<file path="src/rtl/memwb_skid_reg.sv">
// MEM/WB pipeline register with valid/ready handshake on both sides, a 2-entry
// skid buffer, synchronous flush, qualified write enable and a retire counter.
module memwb_skid_reg #(
  parameter int DATA_W = 32,
  parameter int REG_W  = 5,
  parameter int CNT_W  = 32
) (
  input  logic              clk_i,
  input  logic              rst_n_i,
  input  logic              flush_i,
  input  logic              in_valid_i,
  output logic              in_ready_o,
  input  logic [1:0]        WB_i,
  input  logic [DATA_W-1:0] addr_i,
  input  logic [DATA_W-1:0] data_i,
  input  logic [REG_W-1:0]  rd_i,
  output logic              out_valid_o,
  input  logic              out_ready_i,
  output logic              MemtoReg_o,
  output logic              RegWrite_o,
  output logic [DATA_W-1:0] addr_o,
  output logic [DATA_W-1:0] data_o,
  output logic [REG_W-1:0]  rd_o,
  output logic [CNT_W-1:0]  retire_cnt_o
);

  typedef struct packed {
    logic [1:0]        wb;
    logic [DATA_W-1:0] addr;
    logic [DATA_W-1:0] data;
    logic [REG_W-1:0]  rd;
  } entry_t;

  // Encoded as {M.valid, S.valid}; 2'b01 cannot occur.
  typedef enum logic [1:0] {
    EMPTY = 2'b00,
    ONE   = 2'b10,
    FULL  = 2'b11
  } state_e;

  state_e           state_q, state_d;
  entry_t           in_entry, m_q, s_q;
  logic             in_ready_q;
  logic [CNT_W-1:0] retire_q;
  logic             accept, pop;
  logic             load_m, load_s, move_s;

  assign in_entry = '{wb: WB_i, addr: addr_i, data: data_i, rd: rd_i};
  assign accept   = in_valid_i & in_ready_q;
  assign pop      = state_q[1] & out_ready_i;

  // NOTE: every always_comb output gets a default first so no latch is inferred.
  always_comb begin
    state_d = state_q;
    load_m  = 1'b0;
    load_s  = 1'b0;
    move_s  = 1'b0;
    case (state_q)
      EMPTY: if (accept) begin
        load_m  = 1'b1;
        state_d = ONE;
      end
      ONE: begin
        if (accept && pop) begin
          load_m = 1'b1;
        end else if (accept) begin
          load_s  = 1'b1;
          state_d = FULL;
        end else if (pop) begin
          state_d = EMPTY;
        end
      end
      FULL: if (pop) begin
        move_s  = 1'b1;
        state_d = ONE;
      end
      default: state_d = EMPTY;
    endcase
    // Flush beats everything; a coincident pop is still counted below.
    if (flush_i) begin
      state_d = EMPTY;
      load_m  = 1'b0;
      load_s  = 1'b0;
      move_s  = 1'b0;
    end
  end

  // NOTE: sequential state uses non-blocking assignments so all flops update together.
  always_ff @(posedge clk_i or negedge rst_n_i) begin
    if (!rst_n_i) begin
      state_q    <= EMPTY;
      in_ready_q <= 1'b1;
      retire_q   <= '0;
    end else begin
      state_q    <= state_d;
      in_ready_q <= (state_d != FULL);
      if (pop) retire_q <= retire_q + CNT_W'(1);
    end
  end

  // NOTE: payload is reset too, because the outputs it drives must read 0 in reset.
  always_ff @(posedge clk_i or negedge rst_n_i) begin
    if (!rst_n_i) begin
      m_q <= '0;
      s_q <= '0;
    end else begin
      if (load_m)      m_q <= in_entry;
      else if (move_s) m_q <= s_q;
      if (load_s)      s_q <= in_entry;
    end
  end

  assign in_ready_o   = in_ready_q;
  assign out_valid_o  = state_q[1];
  assign MemtoReg_o   = m_q.wb[0] & state_q[1];
  assign RegWrite_o   = m_q.wb[1] & state_q[1] & (m_q.rd != '0);
  assign addr_o       = m_q.addr;
  assign data_o       = m_q.data;
  assign rd_o         = m_q.rd;
  assign retire_cnt_o = retire_q;

endmodule
</file>
<file path="config.mk">
export PLATFORM = sky130hd
export DESIGN_NAME = memwb_skid_reg
export DESIGN_NICKNAME = d
export VERILOG_FILES = /design/src/rtl/memwb_skid_reg.sv
export SDC_FILE = /design/constraint.sdc
export NUM_CORES = 1
export LEC_CHECK = 0
export ABC_AREA = 1
export BUFFER_PORTS_ARGS = -buffer_cell sky130_fd_sc_hd__buf_4
export CAP_MARGIN = 20
export CORE_UTILIZATION = 24
export CTS_CLUSTER_SIZE = 30
export DETAILED_ROUTE_END_ITERATION = 6
export GPL_ROUTABILITY_DRIVEN = 1
export HOLD_SLACK_MARGIN = 0.02
export SYNTH_ARGS = -nofsm -noshare
export SYNTH_HDL_FRONTEND = slang
export SYNTH_SLANG_ARGS = --single-unit
</file>
<file path="constraint.sdc">
create_clock -name clk_i -period 1.3 [get_ports clk_i]
set_input_delay 0.13 -clock clk_i [delete_from_list [all_inputs] [get_ports clk_i]]
set_output_delay 0.13 -clock clk_i [all_outputs]
set_load 0.1 [all_outputs]
</file>
# Word-level counts from Yosys, hierarchy flattened
# Cells that the tools add are included.
dict set report word_totals {
  ff_bits 177
  latch_bits 0
  mem_bits_rw 0
  mem_bits_ro 0
  elab_cells 43
  n_memories 0
}
dict set report op_classes {
  add_sub_neg 1
  n_mul 0
  n_div 0
  n_lt_le_gt_ge 0
  n_eq_ne 3
  shifts 0
  muxes 19
  n_bitwise 5
  reduce_logical 4
}
# operator n
set op_table {}
lappend op_table {{$mux 71} 2}
lappend op_table {{$add 32x1->32 const B} 1}
lappend op_table {{$mux 2} 6}
lappend op_table {{$mux 1} 9}
lappend op_table {{$pmux 2 s3} 1}
lappend op_table {{$and 1x1->1} 5}
lappend op_table {{$reduce_bool 5->1} 1}
lappend op_table {{$eq 2x2->1 const B} 2}
lappend op_table {{$logic_not 2->1} 1}
lappend op_table {{$ne 2x2->1 const B} 1}
lappend op_table {{$pmux 1 s2} 1}
lappend op_table {{$reduce_bool 2->1} 1}
lappend op_table {{$logic_and 1x1->1} 1}

# Logic depth before layout (Yosys ltp)
dict set report logic_depth {
  ltp_word 7
  depth_mapped 9
  depth_no_buf 9
}

# Worst setup path before layout
# OpenSTA, ideal clock, no wires.
dict set report synth_timing {
  kind {reg-to-reg}
  from {register retire_q[1], in the netlist retire_cnt_o[1]}
  to {register retire_q[20], in the netlist retire_cnt_o[20]}
  setup_ns 0.122
  t_arrival_ns 2.062
  required_time_ns 1.178
  setup_slack_ns -0.884
  path_stages_with_launch 9
  n_path_buf 0
  synth_period_minus_slack_ns 2.184
  path_cell_list {dfrtp_1 ha_1 nand3_1 nor2_2 nand2_1 nor2_4 nand3_1 nand2_1 nand2_1}
}
dict set report synth_between {
  elab_chain_cells 1
}
# element line
set synth_rtl {}
lappend synth_rtl {{start, declared} 44} ;# logic [CNT_W-1:0] retire_q;
lappend synth_rtl {{start signal, assigned} 97} ;# if (pop) retire_q <= retire_q + CNT_W'(1);
lappend synth_rtl {{$add 32x1->32} 97}
# No other way between the ends.
# A chain may end at the register's enable or synchronous reset.

# Worst setup path in the final report
dict set report layout_timing {
  from {register state_q[1]}
  to {register s_q[27] (netlist name)}
}
dict set report layout_between {
  elab_chain_cells 5
  elab_cells_between_ends 6
}
# element line
set layout_rtl {}
lappend layout_rtl {{start, declared} 41} ;# state_e state_q, state_d;
lappend layout_rtl {{start signal, assigned} 95} ;# state_q <= state_d;
lappend layout_rtl {{$and 1x1->1} 50} ;# assign pop = state_q[1] & out_ready_i;
lappend layout_rtl {{$logic_and 1x1->1} 64} ;# if (accept && pop) begin
lappend layout_rtl {{$mux 1} 64}
lappend layout_rtl {{$mux 1 *} 58} ;# case (state_q)
lappend layout_rtl {{$mux 1 *} 80} ;# if (flush_i) begin
lappend layout_rtl {{end signal, assigned} 109} ;# if (load_s) s_q <= in_entry;
lappend layout_rtl {{end, declared} 42} ;# entry_t in_entry, m_q, s_q;
# Every way passes the cells marked *; elsewhere a longest branch is shown, timed or not.

==> run summary <==
The number of sinks on the clock net is between 150 and 200. The width of the chip is between 150 and 200 µm. The number of pins with negative max-slew slack in the final report is 0.

The routed via count came out at 7957. The CTS clock-pin slew for the worst setup and hold paths is about 0.08 ns. The number of cells produced by synthesis is ~990. The filler cells instantiated in the layout total a little over 3000.

The share of the cycle needed by the critical path after routing came out at 135%. The cell area that synthesis handed to floorplanning was ~0.0084 mm². The worst pin sits at a relative slew slack of 72.6%. The clock period minus final worst setup slack came out at ~1.8 ns. The H-tree was split into 4 levels. The tree is rooted in a clkbuf_16.

In this run the deepest clock path goes through 2 buffers. Across the run, the number of max-cap violations was 0. The top-level port count is about 180.

The count of input and output buffers came out at 180. The clock arrives with about 0.013 ns of skew. STA classifies the critical path startpoint as a flop.

The clock insertion delay at the later pin of the skew report is around 0.46 ns. The pin count of the biggest net entering global routing came out at 60. A synthesized cell averages roughly 8.5 µm². The worst hold-check path type is in -> reg. After legalization and detailed placement, the total HPWL measured 15.2 mm. The total clock buffers created by CTS came out at 17. The via count of the first global-routing pass is between 8000 and 9000. Once detail routing completed, the nets flagged for antenna violations numbered 0. The post-synthesis net count is approximately 1100. The flow ran to the end, but the final reports show violations. The share of cells above drive strength 1 came out at a little under three fifths. The largest voltage drop on the vdd net came out at ~1100 µV. The y dimension of the die is approximately 190 µm. The standard cell area after detailed placement came out at ~0.011 mm². TritonCTS built the clock tree.

Once placement completed, the tool counted placed cells totaling between 1500 and 2000. The non-filler instance count after layout came out at ~1800. The finished cells cover ~0.016 mm². Across every metal layer, demand over resource in global routing totals 17.3%. The number of antenna violations at the first check in global routing came out at 3. The layout overhead on the synthesized area came out at 86.0%. The first-pass iteration count of the detailed router is 5. The maximum clock frequency came out at ~570 MHz. Sequential cells were found to cover 52.7% of the synthesized design area. On the final layout, the worst hold slack is 0.0874 ns. The worst-margin pin slew came out at 0.410 ns.

The count of endpoints failing hold in the final timing report is 0. The global placer's final weighted congestion came out at ~0.8. The total wirelength of the detailed-routed design came out at around 30 mm. The initial core utilization came out at approximately a quarter. The DRC violations left is 0. In the final routed layout, each cell accounts on average for between 15 and 20 µm. Dividing the detail-routed via count by the number of cells gives ~4.4. The number of cell rows is 68. The post-synthesis register bit count is ~180.

The worst register-to-register path has a setup slack of -0.46 ns. The required time at the worst-slack endpoint is 1.63 ns. Across all setup checks in the final design, the least slack found is -0.461 ns. The arrival time at the worst endpoint is approximately 2.1 ns. Of all nets on the critical path, the largest fanout is 7. The Yosys step of the flow raised 0 warnings. Setup repair after global routing could not meet its margin everywhere.

The number of distinct standard cells referenced by the synthesized netlist is 28. The worst setup path is captured at a flop. The DRC violation total after the first TritonRoute iteration is 312. The leakage power total is 7.25 nW. The worst setup path is of the reg -> reg kind. The leftover overflow at the end of global routing is 0. The first-pass GRT wire length came out at approximately 47 mm.

The die footprint came out at 0.0358 mm². The net count of the finished layout is 1418. The checks that failed: setup timing.

Setup violations remaining at the end of the flow were counted as ~200. The total power divided by cell area came out at 1370 mW/mm². The area of the placeable core is 0.0345 mm².
[logic make-up (layout without fill, tap and decap cells)]
kind of cell / count (synthesis) / count (layout) / synth area share, %
AO/OA/AOI/OAI: 217 / 217 / 13.5
XOR/XNOR: 22 / 22 / 2.29
adder cells (fa/ha/maj): 1 / 1 / 0.149
buffers and inverters: 286 / 646 / 17.0
flip-flops: 177 / 177 / 52.7
other: 0 / 2 / 0
AND/OR/NAND/NOR: 288 / 291 / 14.4
[layout by cell type, fill, tap and decap left out, types with 3 or more instances in the layout]
cell	instances
nand3_2	8
nand2_1	54
buf_8	8
nand4_1	11
buf_16	23
clkbuf_16	20
o21ai_4	4
inv_6	4
buf_4	191
nand2_8	5
nand3_4	5
inv_1	171
inv_2	6
nor2_1	36
xnor2_1	7
a21oi_1	42
o21ai_2	115
buf_6	68
nor2_4	52
clkinv_4	3
a21oi_2	31
buf_12	66
nand3_1	9
nand2_4	41
nor2_2	22
dlygate4sd3_1	74
xor2_1	13
dfrtp_2	4
dfrtp_4	28
dfrtp_1	144
nand2_2	43
inv_8	5
o21ai_1	24
[synth_stat cells (all sizes together)]
cell type / count / area [µm²]
a21oi: 73 / 365
buf: 98 / 723
clkbuf: 8 / 32.5
dfrtp: 176 / 4400
dfstp: 1 / 26.3
ha: 1 / 12.5
inv: 180 / 676
nand2: 140 / 533
nand3: 22 / 123
nand4: 11 / 68.8
nor2: 110 / 458
nor3: 4 / 20.0
o21ai: 143 / 761
o311ai: 1 / 8.76
or2: 1 / 8.76
xnor2: 8 / 70.1
xor2: 14 / 123
[metrics by stage]
step	utilization [%]	setup slack (ns)	power (mW)	setup TNS (ns)
2_1_floorplan	-	-0.333	12.4	-49.93
3_3_place_gp	30.7	-0.288	13.5	-30.25
3_5_place_dp	30.7	-0.308	13.6	-32.50
4_1_cts	43.5	-0.480	20.7	-59.84
5_1_grt	45.3	-0.521	22.2	-70.52
6_report	45.3	-0.461	21.4	-55.92
[per-layer routing]
layer | vias up | global-route usage (%) | part of all wire [%]
li1 | 3738 | - | -
met1 | 3982 | 20.7 | 41
met2 | 199 | 29.3 | 51
met3 | 36 | 5.08 | 5.6
met4 | 2 | 6.27 | 1.6
met5 | - | 0 | 0.036
[cell type report]
cell class                      count  area (µm²)  share of cell area (%)
Inverter                          180         689                    4.41
Clock buffer                       19         433                    2.77
Multi-Input combinational cell    531        4160                    26.6
Antenna cell                        2        5.00                  0.0320
Tap cell                          455         569                    3.64
Sequential cell                   177        4540                    29.0
Timing Repair Buffer              434        5100                    32.6
Clock inverter                     13         144                   0.920
[power by group]
group	internal, mW	switching (mW)
Combinational	3.08	5.52
Sequential	6.55	0.965
Clock	2.73	2.51
[path summary, 6_finish.rpt]
check                                 start  cells after the start               end
worst max-delay path             state_q[1]                     10           s_q[27]
worst min-delay path            out_ready_i                      4        state_q[1]
worst max register to register   state_q[1]                     10           s_q[27]
worst min register to register      s_q[53]                      2           s_q[53]
max in group asynchronous           rst_n_i                      4        data_o[18]
min in group asynchronous           rst_n_i                      2  retire_cnt_o[22]
[repair_timing]
item | CTS | global route
gates cloned | 34 | 3
pin swaps | 40 | 7
endpoints found under the hold margin | 237 | 0
hold buffers | 74 | 0
endpoints found under the setup margin | 210 | 224
resized for setup | 487 | 206
buffers inserted | 74 | 15
[worst max-delay path, stage by stage (launching register included)]
cell	delay, ns
dfrtp_4	0.43
inv_2	0.04
or2_4	0.25
buf_6	0.13
nor2_4	0.09
buf_6	0.14
buf_6	0.11
nand2_8	0.13
clkbuf_16	0.21
nand2_2	0.05
o21ai_1	0.05
[state kept, by name (all words and copies together) (netlist names)]
name / flops
s_q: 71
addr_o: 32
data_o: 32
retire_cnt_o: 32
rd_o: 5
m_q: 2
state_q: 2
in_ready_o: 1
Note: power is estimated with default switching activity, not from simulation.
